**src/rtl/rr_arbiter_n.sv**
```systemverilog
// rr_arbiter_n -- parametrised round-robin arbiter with bounded hold time.
//
// An owner is registered and keeps its grant while it keeps requesting.
// A busy owner is forced off after MAX_HOLD granted cycles if anyone else
// is waiting. arb_req_out / arb_grant_in let several arbiters be cascaded
// into a tree (tie arb_grant_in to 1 at the root).
//
// Optional feature macro: RR_ARB_BACK2BACK_EN
//   defined   : a releasing owner hands over directly to the next pending
//               requester with no IDLE cycle in between.
//   undefined : one IDLE cycle separates successive owners.
//
// Ports:
//   clk          in   clock, rising edge
//   rst          in   asynchronous active-high reset
//   req          in   [NUM_REQ]  per-requester request level
//   grant        out  [NUM_REQ]  one-hot grant (or zero)
//   grant_idx    out  [IDX_W]    index of current owner
//   arb_req_out  out  1          request to parent, high while owned
//   arb_grant_in in   1          grant from parent
//
// Handshake: a requester holds req high until it sees its grant bit and
// for as long as it wants to keep the grant; dropping req releases it.
// Upwards, arb_req_out is high while this block holds an owner, and the
// owner only counts as granted on cycles where arb_grant_in is also high.
module rr_arbiter_n #(
    parameter int  NUM_REQ  = 8,
    parameter int  MAX_HOLD = 16,
    localparam int IDX_W    = $clog2(NUM_REQ)
) (
    input  logic               clk,
    input  logic               rst,
    input  logic [NUM_REQ-1:0] req,
    output logic [NUM_REQ-1:0] grant,
    output logic [IDX_W-1:0]   grant_idx,
    output logic               arb_req_out,
    input  logic               arb_grant_in
);

    localparam int HOLD_W = (MAX_HOLD > 1) ? $clog2(MAX_HOLD) : 1;
    localparam logic [HOLD_W-1:0] HOLD_LAST = HOLD_W'(MAX_HOLD - 1);
    localparam logic [IDX_W-1:0]  LAST_IDX  = IDX_W'(NUM_REQ - 1);

    typedef enum logic {
        IDLE  = 1'b0,
        OWNED = 1'b1
    } state_t;

    state_t              state_q, state_d;
    logic [IDX_W-1:0]    owner_q, owner_d;
    logic [IDX_W-1:0]    ptr_q, ptr_d;
    logic [HOLD_W-1:0]   hold_cnt_q, hold_cnt_d;

    logic [NUM_REQ-1:0]  others;
    logic [IDX_W-1:0]    owner_nxt;
    logic                rel_now;

    // First set bit of r at index >= start, wrapping. The sum is one bit
    // wider than the index so the wrap works for non-power-of-2 NUM_REQ.
    function automatic logic [IDX_W-1:0] rr_pick(input logic [NUM_REQ-1:0] r,
                                                 input logic [IDX_W-1:0]   start);
        logic [IDX_W:0] idx;
        logic           found;
        rr_pick = start;
        found   = 1'b0;
        for (int k = 0; k < NUM_REQ; k++) begin
            idx = {1'b0, start} + (IDX_W+1)'(k);
            if (idx >= (IDX_W+1)'(NUM_REQ)) begin
                idx = idx - (IDX_W+1)'(NUM_REQ);
            end
            if (!found && r[idx[IDX_W-1:0]]) begin
                rr_pick = idx[IDX_W-1:0];
                found   = 1'b1;
            end
        end
    endfunction

    always_comb begin
        others          = req;
        others[owner_q] = 1'b0;
        owner_nxt       = (owner_q == LAST_IDX) ? '0 : owner_q + 1'b1;
        // Owner drop and hold expiry give the same next state, so one flag.
        rel_now = !req[owner_q] ||
                  ((hold_cnt_q == HOLD_LAST) && arb_grant_in && (|others));
    end

    always_comb begin
        state_d    = state_q;
        owner_d    = owner_q;
        ptr_d      = ptr_q;
        hold_cnt_d = hold_cnt_q;
        case (state_q)
            IDLE: begin
                if (|req) begin
                    owner_d    = rr_pick(req, ptr_q);
                    hold_cnt_d = '0;
                    state_d    = OWNED;
                end
            end
            OWNED: begin
                if (rel_now) begin
                    ptr_d   = owner_nxt;
                    state_d = IDLE;
`ifdef RR_ARB_BACK2BACK_EN
                    if (|others) begin
                        owner_d    = rr_pick(others, owner_nxt);
                        hold_cnt_d = '0;
                        state_d    = OWNED;
                    end
`endif
                end else if (arb_grant_in && (hold_cnt_q != HOLD_LAST)) begin
                    // Parent stalls do not consume hold budget; saturates.
                    hold_cnt_d = hold_cnt_q + 1'b1;
                end
            end
            default: state_d = IDLE;
        endcase
    end

    always_ff @(posedge clk or posedge rst) begin
        if (rst) begin
            state_q    <= IDLE;
            owner_q    <= '0;
            ptr_q      <= '0;
            hold_cnt_q <= '0;
        end else begin
            state_q    <= state_d;
            owner_q    <= owner_d;
            ptr_q      <= ptr_d;
            hold_cnt_q <= hold_cnt_d;
        end
    end

    always_comb begin
        grant = '0;
        if ((state_q == OWNED) && arb_grant_in) begin
            grant[owner_q] = 1'b1;
        end
    end

    assign grant_idx   = owner_q;
    assign arb_req_out = (state_q == OWNED);

endmodule

```
**config.mk**
```make
export PLATFORM = sky130hd
export DESIGN_NAME = rr_arbiter_n
export DESIGN_NICKNAME = d
export VERILOG_FILES = /design/src/rtl/rr_arbiter_n.sv
export SDC_FILE = /design/constraint.sdc
export NUM_CORES = 1
export LEC_CHECK = 0
export ABC_AREA = 0
export CORE_ASPECT_RATIO = 0.6
export CORE_MARGIN = 2
export CORE_UTILIZATION = 50
export DETAILED_ROUTE_END_ITERATION = 8
export GPL_TIMING_DRIVEN = 1
export PLACE_DENSITY = 0.88
export SLEW_MARGIN = 20
export SYNTH_ARGS = -nofsm -noshare
export SYNTH_HDL_FRONTEND = slang
export SYNTH_SLANG_ARGS = --single-unit
```
**constraint.sdc**
```tcl
create_clock -name clk -period 3.3 [get_ports clk]
set_clock_uncertainty 0.1 [all_clocks]
set_input_delay 0.825 -clock clk [delete_from_list [all_inputs] [get_ports clk]]
set_output_delay 0.825 -clock clk [all_outputs]
set_load 0.01 [all_outputs]
```
Word-level counts from Yosys, hierarchy flattened
Cells that the tools add are included.

storage, ports and cells
  register bits after elaboration = 11
  word-level logic and storage cells = 156
  input port bits = 11
  output and inout bits = 12

cells by class
  mux-type cells = 82
  add/subtract/negate cells = 17
  bitwise logic cells = 3
  $lt $le $gt $ge = 18
  eq/ne operators = 6
  reductions and logical operators = 26

operators with widths
  kind                                                                count
  two-way mux 3 bit                                                   33
  < comparator 3 x 4 -> 1 bit (second input constant)                 9
  two-way mux 1 bit                                                   33
  greater-or-equal comparator 4 bit (second input constant)           7
  binary-select mux 1 bit (select 3 bit)                              9
  subtractor 3 x 1 -> 3 bit (second input constant)                   8
  adder 3 x 3 -> 4 bit (second input constant)                        4
  OR reduction 8 bit                                                  2
  logical AND 1 bit                                                   12
  two-way mux 4 bit                                                   3
  adder 3 x 2 -> 4 bit (second input constant)                        2
  bitwise AND 8 bit                                                   1
  logical NOT 1 bit                                                   8
  two-way mux 8 bit                                                   1
  inverter 8 bit                                                      1
  one-hot mux 4 bit (2 select lines)                                  1
  adder 3 x 1 -> 4 bit (second input constant)                        1
  adder 4 x 1 -> 4 bit (second input constant)                        1
  equality test 4 bit (second input constant)                         1
  greater-or-equal comparator 3 x 4 -> 1 bit (second input constant)  1
  != test 2 bit (second input constant)                               2
  != test 4 bit (second input constant)                               1
  AND reduction 2 bit                                                 2
  adder 3 x 1 -> 3 bit (second input constant)                        1
  other kinds (8)                                                     8

Longest topological paths before layout
Gate-level depths: netlist (run 1).

  depth in word-level cells = 42
  gate-level depth with buffers = 11
  mapped depth without buffers = 8

Least setup slack after synthesis (run 1)
Ideal clock, no wire load.

  path kind = register to register
  start point = register ptr_q[1]
  end point = register owner_q[2], in the netlist grant_idx[2]
  setup slack = -0.038 ns
  period minus slack after synthesis = 3.338 ns
  data arrival time = 3.112 ns
  required time = 3.074 ns
  cell stages (with the launch flop) = 12
  library setup time = 0.126 ns
  path buffers = 3
  cell sequence = dfrtp_1 -> buf_2 -> buf_1 -> inv_1 -> ha_1 -> buf_6 -> mux2_4 -> mux4_2 -> o32ai_4 -> a211oi_1 -> o221a_1 -> a221o_1

between the ends
  word-level cells in the longest chain between the ends = 42
  elaborated cells between the ends (all ways) = 106
  those cells by class = add/sub: 15; order compare: 8; mux: 69; reduce/logical: 14

ends and longest elaborated chain
  what                                                                                     RTL line  RTL
  start: declaration                                                                       51        logic [IDX_W-1:0] ptr_q, ptr_d;
  start signal: assignment                                                                 129       ptr_q <= ptr_d;
  greater-or-equal comparator 3 x 4 -> 1 bit or subtractor 3 x 1 -> 3 bit (tied branches)  68, 69
  two-way mux 3 bit                                                                        68        if (idx >= (IDX_W+1)'(NUM_REQ)) begin
  two-way mux 3 bit                                                                        94        if (|req) begin
  two-way mux 3 bit                                                                        92        case (state_q)
  binary-select mux 1 bit (select 3 bit)                                                   71        if (!found && r[idx[IDX_W-1:0]]) begin
  two-way mux 1 bit (implied by the code)                                                  71
  two-way mux 1 bit                                                                        71
  two-way mux 1 bit                                                                        94
  [... 26 more ...]                                                                        -
  logical NOT 1 bit                                                                        71
  logical AND 1 bit                                                                        71
  two-way mux 1 bit                                                                        71
  two-way mux 1 bit                                                                        94
  two-way mux 1 bit                                                                        92
  logical NOT 1 bit                                                                        71
  logical AND 1 bit                                                                        71
  two-way mux 3 bit (*)                                                                    71
  end signal: assignment                                                                   128       owner_q <= owner_d;
  end: declaration                                                                         50        logic [IDX_W-1:0] owner_q, owner_d;

Mark *: on every way between the ends. The rest lies on a longest branch, timed or not. The select of a mux whose other input is x is not followed.
A chain may end at the register's enable or synchronous reset.

Worst setup path in the final report (run 1)
  start point = input arb_grant_in
  end point = output grant[7]

between the ends
  word-level cells in the longest chain between the ends = 2

ends and longest elaborated chain
  what                RTL line  RTL
  start: declaration  37        input logic arb_grant_in
  logical AND 1 bit   136       if ((state_q == OWNED) && arb_grant_in) begin
  two-way mux 8 bit   136
  end: declaration    34        output logic [NUM_REQ-1:0] grant,

Every way passes these cells.

==> results.md, run 1 <==
## Logic synthesis
• **number of enable-type register cells in the synthesized netlist** 0
• **proportion of netlist area held by the largest area contributor** 17.37%
• **asr flop ratio synth** 100.0%
• **top flip-flop cell by instance count after synthesis** dfrtp_1
• **sequential element share of the synthesized area** 16.33%
• **count of mapped cells out of synthesis** 188
• **Mean Syn Cell Area** 8.965 µm²
• **cells taking the most area after synthesis** mux4_2 (17%), dfrtp_1 (16%), mux2_2 (6.0%)
• **number of synthesized register bits** 11
• **synthesized net count** 204
• **warnings from Yosys** 0
• **post-synth top area cell** mux4_2
• **number of unique standard cell types used by synthesis** 53
• **Synth Cell Area** 1685 µm²

## Worst setup path
• **crit path max fanout** 4
• **cell family contributing the most delay on the critical path** buffers and inverters
• **Stages on worst setup path** 5
• **cell depth of the worst flop-to-flop path** 9
• **cell repeated most along the worst path** clkdlybuf4s50_1
• **data arrival time of the worst path** 2260 ps
• **required time worst endpoint** 2370 ps
• **worst setup path class** in2out
• **capture instance of the worst register-to-register path** grant_idx[1]$_DFFE_PP0P_
• **standard cell with the maximum stage delay on the critical path** clkdlybuf4s50_1
• **Worst setup SP type** input port
• **r2r startpoint** ptr_q[1]$_DFFE_PP0P_
• **Critical Path, Cell by Cell** clkdlybuf4s50_1 -> buf_4 -> nand3_1 -> nor2_1 -> clkdlybuf4s50_1
• **Crit. End Element** output pin
• **R2R Setup Slk** 260 ps
• **Buf/Inv on CP** 3
• **Worst path max stage delay** 540 ps

## Detailed routing
• **final routed wire length divided by cell count** 17.28 µm
• **DRC viols** 0
• **routed vias/inst** 6.287
• **total vias in the final route** 1729
• **number of violations reported at the end of detailed-routing iteration 0** 143
• **DRT Pass-1 Iters** 4
• **antenna-violating nets left** 0
• **detailed-route wire length** 4752 µm

## STA
• **fraction of the cycle the final worst path needs** 96.44%
• **number of setup violations in the final report** 0
• **final hold slack** 457.6 ps
• **Final Worst Setup Slack** 117.6 ps
• **f_max** 0.3142 GHz
• **final count of pins violating max slew** 0
• **final number of hold-violating endpoints** 0
• **Final Critical Period** 3182 ps
• **max-slew headroom at the worst pin** 56.98%
• **Final TNS setup** 0 ps
• **setup repair after global routing missed its margin** false
• **actual slew at the worst max-slew pin** 645.2 ps

## Global route
• **GRT Overall Usage** 26.06%
• **via count of the first global-routing pass** 1630
• **maximum number of pins on one net before global-route repair** 18
• **Congestion Overflow GR** 0
• **number of antenna violations at the first check in global routing** 0
• **wire length of the first global-routing pass** 7852 µm

## Final layout
• **layout net count** 247
• **post-layout utilization of the core** 66.94%
• **ANT cells** 0
• **design area** 2171 µm²
• **ratio of cells with drive above 1 in the final layout** 27.83%
• **non-filler cells in the finished layout** 275
• **synth-to-layout area growth** 28.80%

## Floorplanning
• **# IOs** 23
• **starting utilization of the core area** 51.97%
• **Rows** 16
• **area of the core region** 3243 µm²
• **DIE WIDTH** 78.95 µm
• **y dimension of the die** 48.97 µm
• **Total Die Area** 3866 µm²

## Min path
• **startpoint of the tightest hold check path** hold_cnt_q[0]$_DFFE_PP0P_
• **Endpoint, Worst Hold** hold_cnt_q[0]$_DFFE_PP0P_
• **hold-critical path depth** 1
• **Hold Path Class** reg2reg

## Place
• **Area after DPL** 2118 µm²
• **count of input and output buffers** 22
• **final RePlAce weighted congestion** 0.9698
• **worst setup timing slack at the placement stage** -66.81 ps
• **instance count after placement with tap cells included** 271
• **DP HPWL** 3782 µm

## Clock tree
• **clock buffers created by TritonCTS** 3
• **clk buf depth** 2
• **clock network latency to the later pin of the worst-skew pair** 250 ps
• **number of H-tree branching levels** 1
• **hold bufs inserted after CTS** 0
• **clock tree from TritonCTS** done
• **postcts setup bufs** 0
• **CTS Root Cell** clkbuf_8
• **clock transition time at the flip-flop clock pins of the worst setup and hold paths** 50 ps
• **Clock Sinks** 11

## Power and ir drop
• **maximum vdd ir drop** 0.5705 mV
• **PnR Total Power** 2.537 mW
• **power density over the cells** 1169 nW/µm²
• **Static Leakage** 0.9705 nW

## Run status
• **status** completed

## Flow run
• **# Max-Cap Violations** 0

## repair_timing
action / 4_1_cts / 5_1_grt
resized for setup: 2 / 4
gates cloned: 0 / 0
endpoints found under the setup margin: 2 / 4
pin swaps: 0 / 1
## state kept, by name (all words and copies together), names as in the netlist
signal	count
hold_cnt_q	4
grant_idx	3
ptr_q	3
arb_req_out	1
## cells in the final DEF, fill, tap and decap left out, drive strengths merged, types with 2 or more instances in the layout
| master | synthesis | routed |
|---|---|---|
| inv | 7 | 7 |
| nand3 | 4 | 4 |
| dfrtp | 11 | 11 |
| a221oi | 3 | 3 |
| o21bai | 2 | 2 |
| a21boi | 2 | 2 |
| o21ai | 7 | 7 |
| mux2i | 9 | 9 |
| dlymetal6s2s | 0 | 4 |
| a31o | 3 | 3 |
| nor3 | 6 | 6 |
| mux4 | 14 | 14 |
| mux2 | 13 | 13 |
| o22ai | 2 | 2 |
| o32ai | 2 | 2 |
| a211oi | 4 | 4 |
| and2 | 2 | 2 |
| a21oi | 6 | 6 |
| buf | 10 | 32 |
| and3 | 3 | 3 |
| nand2 | 19 | 19 |
| clkdlybuf4s50 | 0 | 16 |
| xnor2 | 2 | 2 |
| dlygate4sd2 | 0 | 2 |
| ha | 5 | 5 |
| nor2b | 2 | 2 |
| clkbuf | 6 | 4 |
| nor2 | 20 | 20 |
| nand2b | 6 | 6 |
## synth_stat cells, types with 4 or more instances
| library cell | number |
|---|---|
| nand2_1 | 19 |
| nand2b_1 | 6 |
| o21ai_0 | 5 |
| mux2i_1 | 9 |
| nand3_1 | 4 |
| mux4_2 | 13 |
| nor2_1 | 20 |
| buf_2 | 7 |
| inv_1 | 7 |
| a211oi_1 | 4 |
| nor3_1 | 6 |
| ha_1 | 5 |
| mux2_2 | 9 |
| clkbuf_1 | 6 |
| a21oi_1 | 6 |
| dfrtp_1 | 11 |
## metal layers
layer | track usage, % | vias to the layer above | wire length, µm
li1 | - | 808 | -
met1 | 38.18 | 825 | 2149
met2 | 38.46 | 90 | 2073
met3 | 6.481 | 6 | 472
met4 | 7.184 | 0 | 57
met5 | 0 | - | 0
## report_power, final
| group | switching [mW] | internal (mW) |
|---|---|---|
| logic | 1.02 | 1.04 |
| clock network | 0.0613 | 0.0856 |
| registers | 0.129 | 0.195 |
## cells by family (layout without fill, tap and decap cells)
logic type                 Yosys count  after routing  share of synthesized area, %
AOI/OAI and AO/OA                   43             43                         20.05
xor gates and xnor gates             3              3                         1.559
adders and majority gates            5              5                         3.712
buffers and inverters               24             66                         6.755
DFF                                 11             11                         16.33
muxes                               36             36                         33.41
and+or+nand+nor                     66             66                         18.19
## area by class of cell
cell class / instances / area [µm²]
Clock buffer: 4 / 45.04
Fill cell: 268 / 1072
Inverter: 8 / 30.03
Multi-Input combinational cell: 153 / 1296
Sequential cell: 11 / 275.3
Tap cell: 45 / 56.30
Timing Repair Buffer: 54 / 467.9
## how the worst max path moves through the flow
stage,slack [ps],endpoint,from
floorplan,70,grant_idx[2]$_DFFE_PP0P_,ptr_q[0]$_DFFE_PP0P_
global placement,-4,grant[0],arb_grant_in
detailed placement,-70,grant[0],arb_grant_in
CTS,4,grant[5],arb_grant_in
global route,30,grant[7],arb_grant_in
finish,120,grant[7],arb_grant_in
No activity file was read; power rests on OpenSTA's default activity.
==> run 2: changes to the inputs <==
--- a/config.mk
+++ b/config.mk
@@ -10,9 +10,10 @@
 export CORE_MARGIN = 2
 export CORE_UTILIZATION = 50
 export DETAILED_ROUTE_END_ITERATION = 8
+export GPL_ROUTABILITY_DRIVEN = 0
 export GPL_TIMING_DRIVEN = 1
 export PLACE_DENSITY = 0.88
-export SLEW_MARGIN = 20
 export SYNTH_ARGS = -nofsm -noshare
 export SYNTH_HDL_FRONTEND = slang
 export SYNTH_SLANG_ARGS = --single-unit
+export TNS_END_PERCENT = 20
==> results of run 2 <==
No change in the layout: final DEF, timing and power equal those of run 1.
